<file path="src/rtl/mux_rr_sched_pkg.sv">
// Shared types and helpers for the round-robin mux scheduler.
// Supports up to MAX_N requesters, so MAX_SW select bits always suffice.
package mux_sched_pkg;

   localparam int MAX_N  = 8;
   localparam int MAX_SW = 3;

   typedef enum logic {
      IDLE  = 1'b0,
      GRANT = 1'b1
   } state_e;

   function automatic logic [MAX_SW-1:0] onehot_to_idx(input logic [MAX_N-1:0] oh);
      logic [MAX_SW-1:0] idx;
      idx = '0;
      for (int k = 0; k < MAX_N; k++) begin
         if (oh[k]) idx = idx | MAX_SW'(k);
      end
      return idx;
   endfunction

endpackage

</file>
<file path="src/rtl/mux_rr_sched_if.sv">
// Request/grant bundle between the requesters (master) and the scheduler (slave).
interface mux_rr_sched_if #(
   parameter int N  = 7,
   parameter int SW = 3
);
   // req is level-sensitive and held while a requester wants the mux; no ready
   // handshake exists. vld qualifies gnt/s: gnt is one-hot and s is its index
   // while vld=1. With vld=0, gnt is zero and s keeps the last owner's index.
   logic [N-1:0]  req;
   logic [SW-1:0] s;
   logic [N-1:0]  gnt;
   logic          vld;

   modport master (output req, input s, gnt, vld);
   modport slave  (input req, output s, gnt, vld);
endinterface

</file>
<file path="src/rtl/mux_rr_sched_rr_pick.sv">
// Rotate-priority finder: first set bit of req_i, searching upward from start_i modulo N.
module rr_pick #(
   parameter int N  = 7,
   parameter int SW = 3
) (
   input  logic [N-1:0]  req_i,
   input  logic [SW-1:0] start_i,
   output logic [SW-1:0] idx_o,
   output logic          any_o
);

   int pos;

   // Walk from the farthest position back to start_i; the last hit is the nearest one.
   always_comb begin
      idx_o = '0;
      any_o = 1'b0;
      pos   = 0;
      for (int k = N - 1; k >= 0; k--) begin
         pos = int'(start_i) + k;
         if (pos >= N) pos = pos - N;
         if (req_i[pos]) begin
            idx_o = SW'(pos);
            any_o = 1'b1;
         end
      end
   end

endmodule

</file>
<file path="src/rtl/mux_rr_sched.sv">
// Round-robin owner scheduler for a shared N:1 mux with an optional hold limit.
// All outputs are registered, so s is glitch-free and always a legal index.
module mux_rr_sched
   import mux_sched_pkg::*;
#(
   parameter int N       = 7,
   parameter int SW      = 3,
   parameter int MAXHOLD = 8
) (
   input  logic        clk,
   input  logic        rst,
   mux_rr_sched_if.slave bus,
   output state_e      state_o
);

   localparam int            CW      = (MAXHOLD > 1) ? $clog2(MAXHOLD) : 1;
   localparam logic [CW-1:0] CNT_MAX = CW'((MAXHOLD == 0) ? 0 : MAXHOLD - 1);
   localparam logic [SW-1:0] LAST_IX = SW'(N - 1);

   state_e        state_q;
   logic [SW-1:0] s_q;
   logic [N-1:0]  gnt_q;
   logic          vld_q;
   logic [SW-1:0] last_q;
   logic [CW-1:0] cnt_q;

   logic [SW-1:0] owner;
   logic [SW-1:0] start;
   logic [SW-1:0] pick_idx;
   logic          pick_any;
   logic [N-1:0]  pick_oh;
   logic          owner_drop;
   logic          others;
   logic          hold_hit;

   function automatic logic [SW-1:0] inc_mod(input logic [SW-1:0] x);
      return (int'(x) == N - 1) ? '0 : x + 1'b1;
   endfunction

   assign owner      = SW'(onehot_to_idx(MAX_N'(gnt_q)));
   // After a grant the search begins past the owner, so the owner is always last in line.
   assign start      = (state_q == IDLE) ? inc_mod(last_q) : inc_mod(owner);
   assign owner_drop = !bus.req[owner];
   assign others     = |(bus.req & ~gnt_q);
   assign hold_hit   = (MAXHOLD != 0) && (cnt_q == CNT_MAX);
   assign pick_oh    = N'(1) << pick_idx;

   rr_pick #(.N(N), .SW(SW)) u_pick (
      .req_i   (bus.req),
      .start_i (start),
      .idx_o   (pick_idx),
      .any_o   (pick_any)
   );

   always_ff @(posedge clk) begin
      if (rst) begin
         state_q <= IDLE;
         s_q     <= '0;
         gnt_q   <= '0;
         vld_q   <= 1'b0;
         last_q  <= LAST_IX;
         cnt_q   <= '0;
      end else begin
         case (state_q)
            IDLE: begin
               if (pick_any) begin
                  state_q <= GRANT;
                  s_q     <= pick_idx;
                  gnt_q   <= pick_oh;
                  vld_q   <= 1'b1;
                  cnt_q   <= '0;
               end
            end
            GRANT: begin
               if (owner_drop || (hold_hit && others)) begin
                  last_q <= owner;
                  cnt_q  <= '0;
                  if (pick_any) begin
                     s_q   <= pick_idx;
                     gnt_q <= pick_oh;
                  end else begin
                     state_q <= IDLE;
                     gnt_q   <= '0;
                     vld_q   <= 1'b0;
                  end
               end else if ((MAXHOLD != 0) && (cnt_q != CNT_MAX)) begin
                  cnt_q <= cnt_q + 1'b1;
               end
            end
            default: state_q <= IDLE;
         endcase
      end
   end

   assign bus.s   = s_q;
   assign bus.gnt = gnt_q;
   assign bus.vld = vld_q;
   assign state_o = state_q;

endmodule

</file>
<file path="src/flat_wrapper.sv">
// flat-port wrapper written by rule: the top's interface ports become plain ports
module mux_rr_sched_flat import mux_sched_pkg::*;
#(
   parameter int N       = 7,
   parameter int SW      = 3,
   parameter int MAXHOLD = 8
)
  (clk, rst, state_o, bus_req, bus_s, bus_gnt, bus_vld);
  mux_rr_sched_if #(.N(N), .SW(SW)) bus_i ();
  input  logic clk;
  input  logic rst;
  output state_e state_o;
  input wire logic [$bits(bus_i.req)-1:0] bus_req;
  output wire logic [$bits(bus_i.s)-1:0] bus_s;
  output wire logic [$bits(bus_i.gnt)-1:0] bus_gnt;
  output wire logic [$bits(bus_i.vld)-1:0] bus_vld;
  assign bus_i.req = bus_req;
  assign bus_s = bus_i.s;
  assign bus_gnt = bus_i.gnt;
  assign bus_vld = bus_i.vld;
  mux_rr_sched #(.N(N), .SW(SW), .MAXHOLD(MAXHOLD)) u_core (.clk(clk), .rst(rst), .bus(bus_i), .state_o(state_o));
endmodule
</file>
<file path="config.mk">
export PLATFORM = sky130hd
export DESIGN_NAME = mux_rr_sched_flat
export DESIGN_NICKNAME = d
export VERILOG_FILES = /design/src/rtl/mux_rr_sched_pkg.sv /design/src/rtl/mux_rr_sched_if.sv /design/src/rtl/mux_rr_sched_rr_pick.sv /design/src/rtl/mux_rr_sched.sv /design/src/flat_wrapper.sv
export SDC_FILE = /design/constraint.sdc
export NUM_CORES = 1
export LEC_CHECK = 0
export ABC_AREA = 0
export BUFFER_PORTS_ARGS = -buffer_cell sky130_fd_sc_hd__clkbuf_2
export CORE_AREA = 2 2 98 81
export DETAILED_ROUTE_END_ITERATION = 12
export DIE_AREA = 0 0 100 83
export PLACE_DENSITY = 0.54
export RECOVER_POWER = 100
export REMOVE_ABC_BUFFERS = 1
export SLEW_MARGIN = 20
export SYNTH_ARGS = -nofsm -noshare
export SYNTH_HDL_FRONTEND = slang
export SYNTH_SLANG_ARGS = --single-unit
</file>
<file path="constraint.sdc">
create_clock -name clk -period 7.5 [get_ports clk]
set_clock_uncertainty 0.1 [all_clocks]
set_input_delay 0.75 -clock clk [delete_from_list [all_inputs] [get_ports clk]]
set_output_delay 0.75 -clock clk [all_outputs]
set_load 0.01 [all_outputs]
</file>
Word level (Yosys, flattened, before mapping)
Index checks and enable logic that the tools add are counted.
W data, S select, Z words.
{"block": "word_totals", "out_inout_bits": 12, "in_bits": 9, "wordCells": 128, "memories": 0, "latch_bits": 0, "reg_bits": 18, "ramBits": 0, "mem_bits_ro": 0}
{"block": "classes", "n_mul": 0, "n_shift": 1, "n_reduce_logical": 8, "n_addsub": 16, "eq_ne": 8, "order_cmp": 15, "muxes": 71, "div_mod_pow": 0, "bitwise_logic": 3}
{"operator": "$lt A32 B5 Y1 const B", "count": 7}
{"operator": "$mux W32", "count": 7}
{"operator": "$mux W3", "count": 18}
{"operator": "$ge A32 B4 Y1 const B", "count": 1}
{"operator": "$sub A32 B4 Y32 const B", "count": 1}
{"operator": "$mux W1", "count": 28}
{"operator": "$sub A4 B3 Y5 const B", "count": 5}
{"operator": "$bmux W1 S3", "count": 8}
{"operator": "$mux W7", "count": 3}
{"operator": "$ge A4 B3 Y1 const B", "count": 5}
{"operator": "$pmux W7 S2", "count": 1}
{"operator": "$add A3 B3 Y4 const B", "count": 3}
{"operator": "$pmux W3 S2", "count": 2}
{"operator": "$add A3 B1 Y3 const B", "count": 3}
{"operator": "$add A3 B2 Y4 const B", "count": 2}
{"operator": "$and A7 B7 Y7", "count": 1}
{"operator": "$not A7 Y7", "count": 1}
{"operator": "$reduce_or A7 Y1", "count": 1}
{"operator": "$shl A1 B3 Y7 const A", "count": 1}
{"operator": "$eq A3 B2 Y1 const B", "count": 2}
{"operator": "$ne A3 B3 Y1 const B", "count": 2}
{"operator": "$reduce_and A2 Y1", "count": 3}
{"operator": "$add A3 B1 Y4 const B", "count": 1}
{"operator": "$lt A3 B4 Y1 const B", "count": 1}
{"operator": "other kinds (12)", "count": 15}

Logic depth before layout (Yosys ltp)
{"block": "depth", "depth_word": 26, "mapped_depth": 21, "ltp_nobuf": 18}

Hierarchy
From an unflattened synthesis, not the netlist that was laid out.
{"block": "hier_totals", "cells_unflattened": 313, "area_unflattened_um2": 2620.0}
{"module": "rr_pick", "seq_area_each_um2": 0.0, "area_each_um2": 1421.4, "instances": 1, "cells_per_inst": 189}
{"module": "mux_rr_sched", "seq_area_each_um2": 360.3, "area_each_um2": 1198.6, "instances": 1, "cells_per_inst": 124}

Worst setup path after synthesis
OpenSTA, ideal clock, no wires.
{"block": "synth_timing", "path_kind": "register to register", "startpoint": "register u_core.gnt_q[2] (netlist: u_core.bus.gnt[2])", "endpoint": "register u_core.cnt_q[1]", "arrival_ns": 4.345, "setup_slack_ns": 2.927, "path_stages_with_launch": 22, "setup_time_ns": 0.128, "path_buffers": 3, "period_less_slack_ns": 4.573, "required_ns": 7.272, "path_cell_list": "dfxtp_1 -> buf_2 -> o21ba_1 -> o21ai_2 -> nand2_4 -> inv_2 -> buf_2 -> ha_1 -> inv_1 -> fa_1 -> clkbuf_1 -> inv_1 -> o22ai_1 -> or2_2 -> a2111oi_0 -> o32a_1 -> or3_4 -> nor2_4 -> and3b_4 -> a32o_1 -> a22oi_1 -> nor2_1"}
{"block": "synth_between", "elab_chain_len": 23, "elab_cells_between_ends": 77, "cone_classes": "14 x add/sub; 7 x order compare; 3 x eq/ne; 46 x mux; 2 x bitwise; 5 x reduce/logical"}
{"element": "from (decl)", "line_no": "mux_rr_sched.sv:22", "source": "logic [N-1:0] gnt_q;"}
{"element": "from (signal assigned)", "line_no": "mux_rr_sched.sv:69", "source": "gnt_q <= pick_oh;"}
{"element": "from (signal assigned)", "line_no": "mux_rr_sched.sv:80", "source": "gnt_q <= pick_oh;"}
{"element": "$mux W2 (2 in series)", "line_no": "mux_rr_sched_pkg.sv:17", "source": "if (oh[k]) idx = idx | MAX_SW'(k);"}
{"element": "$mux W3 (3 in series)", "line_no": "mux_rr_sched_pkg.sv:17"}
{"element": "$add A3 B1 Y3 / $eq A3 B2 Y1 (equally long branches)", "line_no": "mux_rr_sched.sv:37", "source": "return (int'(x) == N - 1) ? '0 : x + 1'b1;"}
{"element": "$mux W3", "line_no": "mux_rr_sched.sv:37"}
{"element": "$mux W3", "line_no": "mux_rr_sched.sv:42", "source": "assign start = (state_q == IDLE) ? inc_mod(last_q) : inc_mod(owner);"}
{"element": "$add A3 B3 Y4", "line_no": "mux_rr_sched_rr_pick.sv:20", "source": "pos = int'(start_i) + k;"}
{"element": "$sub A32 B4 Y32 / $ge A32 B4 Y1 (equally long branches)", "line_no": "mux_rr_sched_rr_pick.sv:21", "source": "if (pos >= N) pos = pos - N;"}
{"element": "$mux W32", "line_no": "mux_rr_sched_rr_pick.sv:21"}
{"element": "$bmux W1 S3", "line_no": "mux_rr_sched_rr_pick.sv:22", "source": "if (req_i[pos]) begin"}
{"element": "$mux W1 (implied by the code) (2 in series)", "line_no": "mux_rr_sched_rr_pick.sv:22"}
{"element": "$mux W1 (7 in series)", "line_no": "mux_rr_sched_rr_pick.sv:22"}
{"element": "$ne A2 B1 Y1 (no line)"}
{"element": "$reduce_and A2 Y1 (no line)"}
{"element": "to (signal assigned)", "line_no": "mux_rr_sched.sv:87", "source": "cnt_q <= cnt_q + 1'b1;"}
{"element": "to (decl)", "line_no": "mux_rr_sched.sv:25", "source": "logic [CW-1:0] cnt_q;"}
Parallel ways exist; a longest one is shown, timed or not. The select of a mux whose other input is x is not followed.
A chain may end at the register's enable or synchronous reset.

Final worst setup path
{"block": "layout_timing", "startpoint": "register u_core.state_q (netlist: u_core.state_o)", "endpoint": "register u_core.gnt_q[5] (netlist: u_core.bus.gnt[5])"}
{"block": "layout_between", "elab_chain_len": 18, "elab_cells_between_ends": 72, "cone_classes": "13 x add/sub; 7 x order compare; 2 x eq/ne; 1 x shift; 47 x mux; 1 x bitwise; 1 x reduce/logical"}
{"element": "from (decl)", "line_no": "mux_rr_sched.sv:20", "source": "state_e state_q;"}
{"element": "from (signal assigned)", "line_no": "mux_rr_sched.sv:57", "source": "state_q <= IDLE;"}
{"element": "from (signal assigned)", "line_no": "mux_rr_sched.sv:67", "source": "state_q <= GRANT;"}
{"element": "from (signal assigned)", "line_no": "mux_rr_sched.sv:82", "source": "state_q <= IDLE;"}
{"element": "$mux W3", "line_no": "mux_rr_sched.sv:42"}
{"element": "$add A3 B3 Y4", "line_no": "mux_rr_sched_rr_pick.sv:20"}
{"element": "$sub A32 B4 Y32 / $ge A32 B4 Y1 (equally long branches)", "line_no": "mux_rr_sched_rr_pick.sv:21"}
{"element": "$mux W32", "line_no": "mux_rr_sched_rr_pick.sv:21"}
{"element": "$bmux W1 S3", "line_no": "mux_rr_sched_rr_pick.sv:22"}
{"element": "$mux W1 (implied by the code) (2 in series)", "line_no": "mux_rr_sched_rr_pick.sv:22"}
{"element": "$mux W3 (7 in series)", "line_no": "mux_rr_sched_rr_pick.sv:22"}
{"element": "$shl A1 B3 Y7", "line_no": "mux_rr_sched.sv:46", "source": "assign pick_oh = N'(1) << pick_idx;"}
{"element": "$mux W7", "line_no": "mux_rr_sched.sv:78", "source": "if (pick_any) begin"}
{"element": "$mux W7", "line_no": "mux_rr_sched.sv:75", "source": "if (owner_drop || (hold_hit && others)) begin"}
{"element": "$pmux W7 S2", "line_no": "mux_rr_sched.sv:64", "source": "case (state_q)"}
Parallel ways exist; a longest one is shown, timed or not. The select of a mux whose other input is x is not followed.

==> summary.txt <==
Run status
  – Status: complete, no violations

Clock tree
  – Hold Buf Count CTS: 0
  – CTS buffer count: 3
  – Post-CTS setup buffers: 0
  – Clk buf depth: 2
  – CTS clk-pin slew, worst paths: 0.07 ns
  – CTS tree: yes
  – H-tree Lvls: 1
  – Clk root buf: clkbuf_8
  – Clock Latency Late Sink: 0.26 ns
  – Post_cts resized: 0
  – # clock sinks: 18

Critical path
  – Max Fanout on Critical Path: 22
  – Crit path DAT: 5.80 ns
  – Kind of critical path: reg2reg
  – Critical Path Start Type: flop
  – CP Capture Type: flop
  – Critical Path RT: 7.57 ns

Synthesis
  – Syn Inst Count: 371
  – Yosys Warn Count: 0
  – Dominant synthesized flop cell: dfxtp_1
  – Synth top area cells: dfxtp_1, ha_1, mux2i_1, nor2_1, nand2_1
  – Async set or reset register ratio after synthesis: 0%
  – Register area share after synthesis: 12.7%
  – Mapped Area: 0.00284 mm^2
  – Yosys reg bits: 18
  – Top-area cell type share of the netlist area: 12.7%
  – Mean Syn Cell Area: 7.65 um^2
  – Post-synth cell types: 88
  – Yosys top cell by area: dfxtp_1
  – EDFF count, synth: 0

Floorplanning
  – Die Width: 100 um
  – Area of the core: 0.00729 mm^2
  – Die Y: 83 um
  – Row cnt: 28
  – I/O pins: 21
  – Initial Util: 39.0%
  – Die area: 0.00830 mm^2

Final layout
  – Layout cell share with drive strength beyond 1: 12.6%
  – P&R area growth vs syn: 4.01%
  – Ant diodes: 0
  – Most frequent cells in the layout: nor2_1, nand2_1, a21oi_1, dfxtp_1
  – Most common cell after layout, fill and taps aside: nor2_1
  – Nets: 399

Place
  – Gpl congestion: 0.950
  – HPWL after detailed placement: 7.11 mm
  – Worst slack at placement: 2.24 ns
  – PortBufs: 20

Detailed routing
  – Number of DRC markers in iteration 0: 278
  – Post-route DRC: 0
  – TritonRoute pass-1 iters: 5
  – Routed via count: 3004
  – Final WL: 9.40 mm
  – WL/cell: 20.3 um
  – Post-route ant nets: 0
  – Post-DR vias/cell: 6.47

Global routing
  – Largest net degree at the start of global routing: 23
  – Met3 GRT Util: 4.63%
  – Total gr overflow: 0
  – First-pass GRT wire length: 15.2 mm
  – GR met1 Demand/Resource: 34.2%
  – Gr usage total: 22.7%
  – Vias in the first global route: 2763
  – Initial antenna violation count: 0
  – Met2 Use GR: 33.5%
  – GR peak layer: met1

STA
  – Final hold viol count: 0
  – RSZ-0062 raised after global routing: no
  – Slew @ Worst Pin: 0.835 ns
  – Slew headroom: 44.3%
  – Fmax: 174 MHz
  – Final setup viols: 0
  – Worst setup margin: 1.77 ns
  – Final Critical Period: 5.73 ns
  – Final Hold Slack: 0.366 ns
  – Final period utilization: 76.4%
  – Post-Route Setup TNS: 0 ns
  – Fin. max-slew vios: 0

Job
  – Max-capacitance violation count: 0

Min path
  – Hold Path Class: reg2reg
## cells by family after synthesis
family | after synthesis | synth area share (%)
DFF | 18 | 12.7
buffers and inverters | 41 | 6.61
muxes | 22 | 8.77
adders and majority gates | 15 | 6.88
and+or+nand+nor | 141 | 27.3
AOI/OAI and AO/OA | 128 | 35.0
xor gates and xnor gates | 6 | 2.78
## sequential cells by signal, indices dropped and copies added (netlist names)
register / count
u_core.cnt_q: 3
u_core.bus.gnt: 7
u_core.state_o: 1
u_core.last_q: 3
u_core.bus.s: 3
u_core.bus.vld: 1
## worst paths after layout
kind,slack [ns],startpoint,to,depth (start not counted)
setup / recovery,1.77,u_core.state_o,u_core.bus.gnt[5],16
hold / removal,0.37,u_core.bus.s[1],u_core.bus.s[1],2
setup reg to reg,1.77,u_core.state_o,u_core.bus.gnt[5],16
hold reg to reg,0.37,u_core.bus.s[1],u_core.bus.s[1],2
## synthesized netlist by cell type (3+ instances only)
master / number
a211o_1: 4
a211oi_1: 13
a211oi_2: 3
a21o_1: 5
a21oi_1: 19
a22oi_1: 4
a31oi_1: 5
a32o_1: 5
a41oi_1: 3
and2_1: 3
buf_2: 7
clkbuf_1: 10
dfxtp_1: 18
ha_1: 14
inv_1: 17
mux2_2: 3
mux2i_1: 17
nand2_1: 29
nand2b_1: 4
nand3_1: 17
nand3b_1: 4
nor2_1: 33
nor2b_1: 4
nor3_1: 16
o211ai_1: 5
o21a_1: 3
o21ai_0: 14
o22ai_1: 8
o31ai_1: 5
o32ai_1: 4
or4_1: 3
xnor2_1: 4
## critical path: stages (launching register included)
cell and delay (ns):
dfxtp_1 0.64, nor3b_1 0.59, a21o_1 0.75, ha_1 0.29
inv_1 0.06, fa_1 0.53, inv_1 0.16, o22ai_1 0.12
or2_2 0.32, a2111oi_0 0.56, o32a_1 0.30, or3_1 0.14
nor2_1 0.07, and3b_4 0.22, a21oi_1 0.35, nand3b_1 0.19
o32ai_1 0.25
## per-layer routing
layer / part of all wire, % / wire (um)
met5: 0 / 0
met4: 1.5 / 140
met3: 6.9 / 651
met2: 43 / 4070
met1: 48 / 4540
## per-stage QoR
step	cell area (um^2)	utilization [%]	cells
after global placement	2940	40.4	460
after floorplan	2730	-	350
final	2950	40.5	464
after global routing	2950	40.5	464
after CTS	3000	41.1	464
after detailed placement	2940	40.4	460
## cell type report
cell class / count / area [um^2]
tap: 90 / 113
fill: 771 / 4330
inverter: 20 / 77.6
sequential: 18 / 360
timing repair buffer: 20 / 85.1
clock buffer: 4 / 55.1
multi-input combinational: 312 / 2260
Power is left out: the tool's default activity adds up to more than one toggle a clock period on the data nets, which glitch-free logic cannot reach.
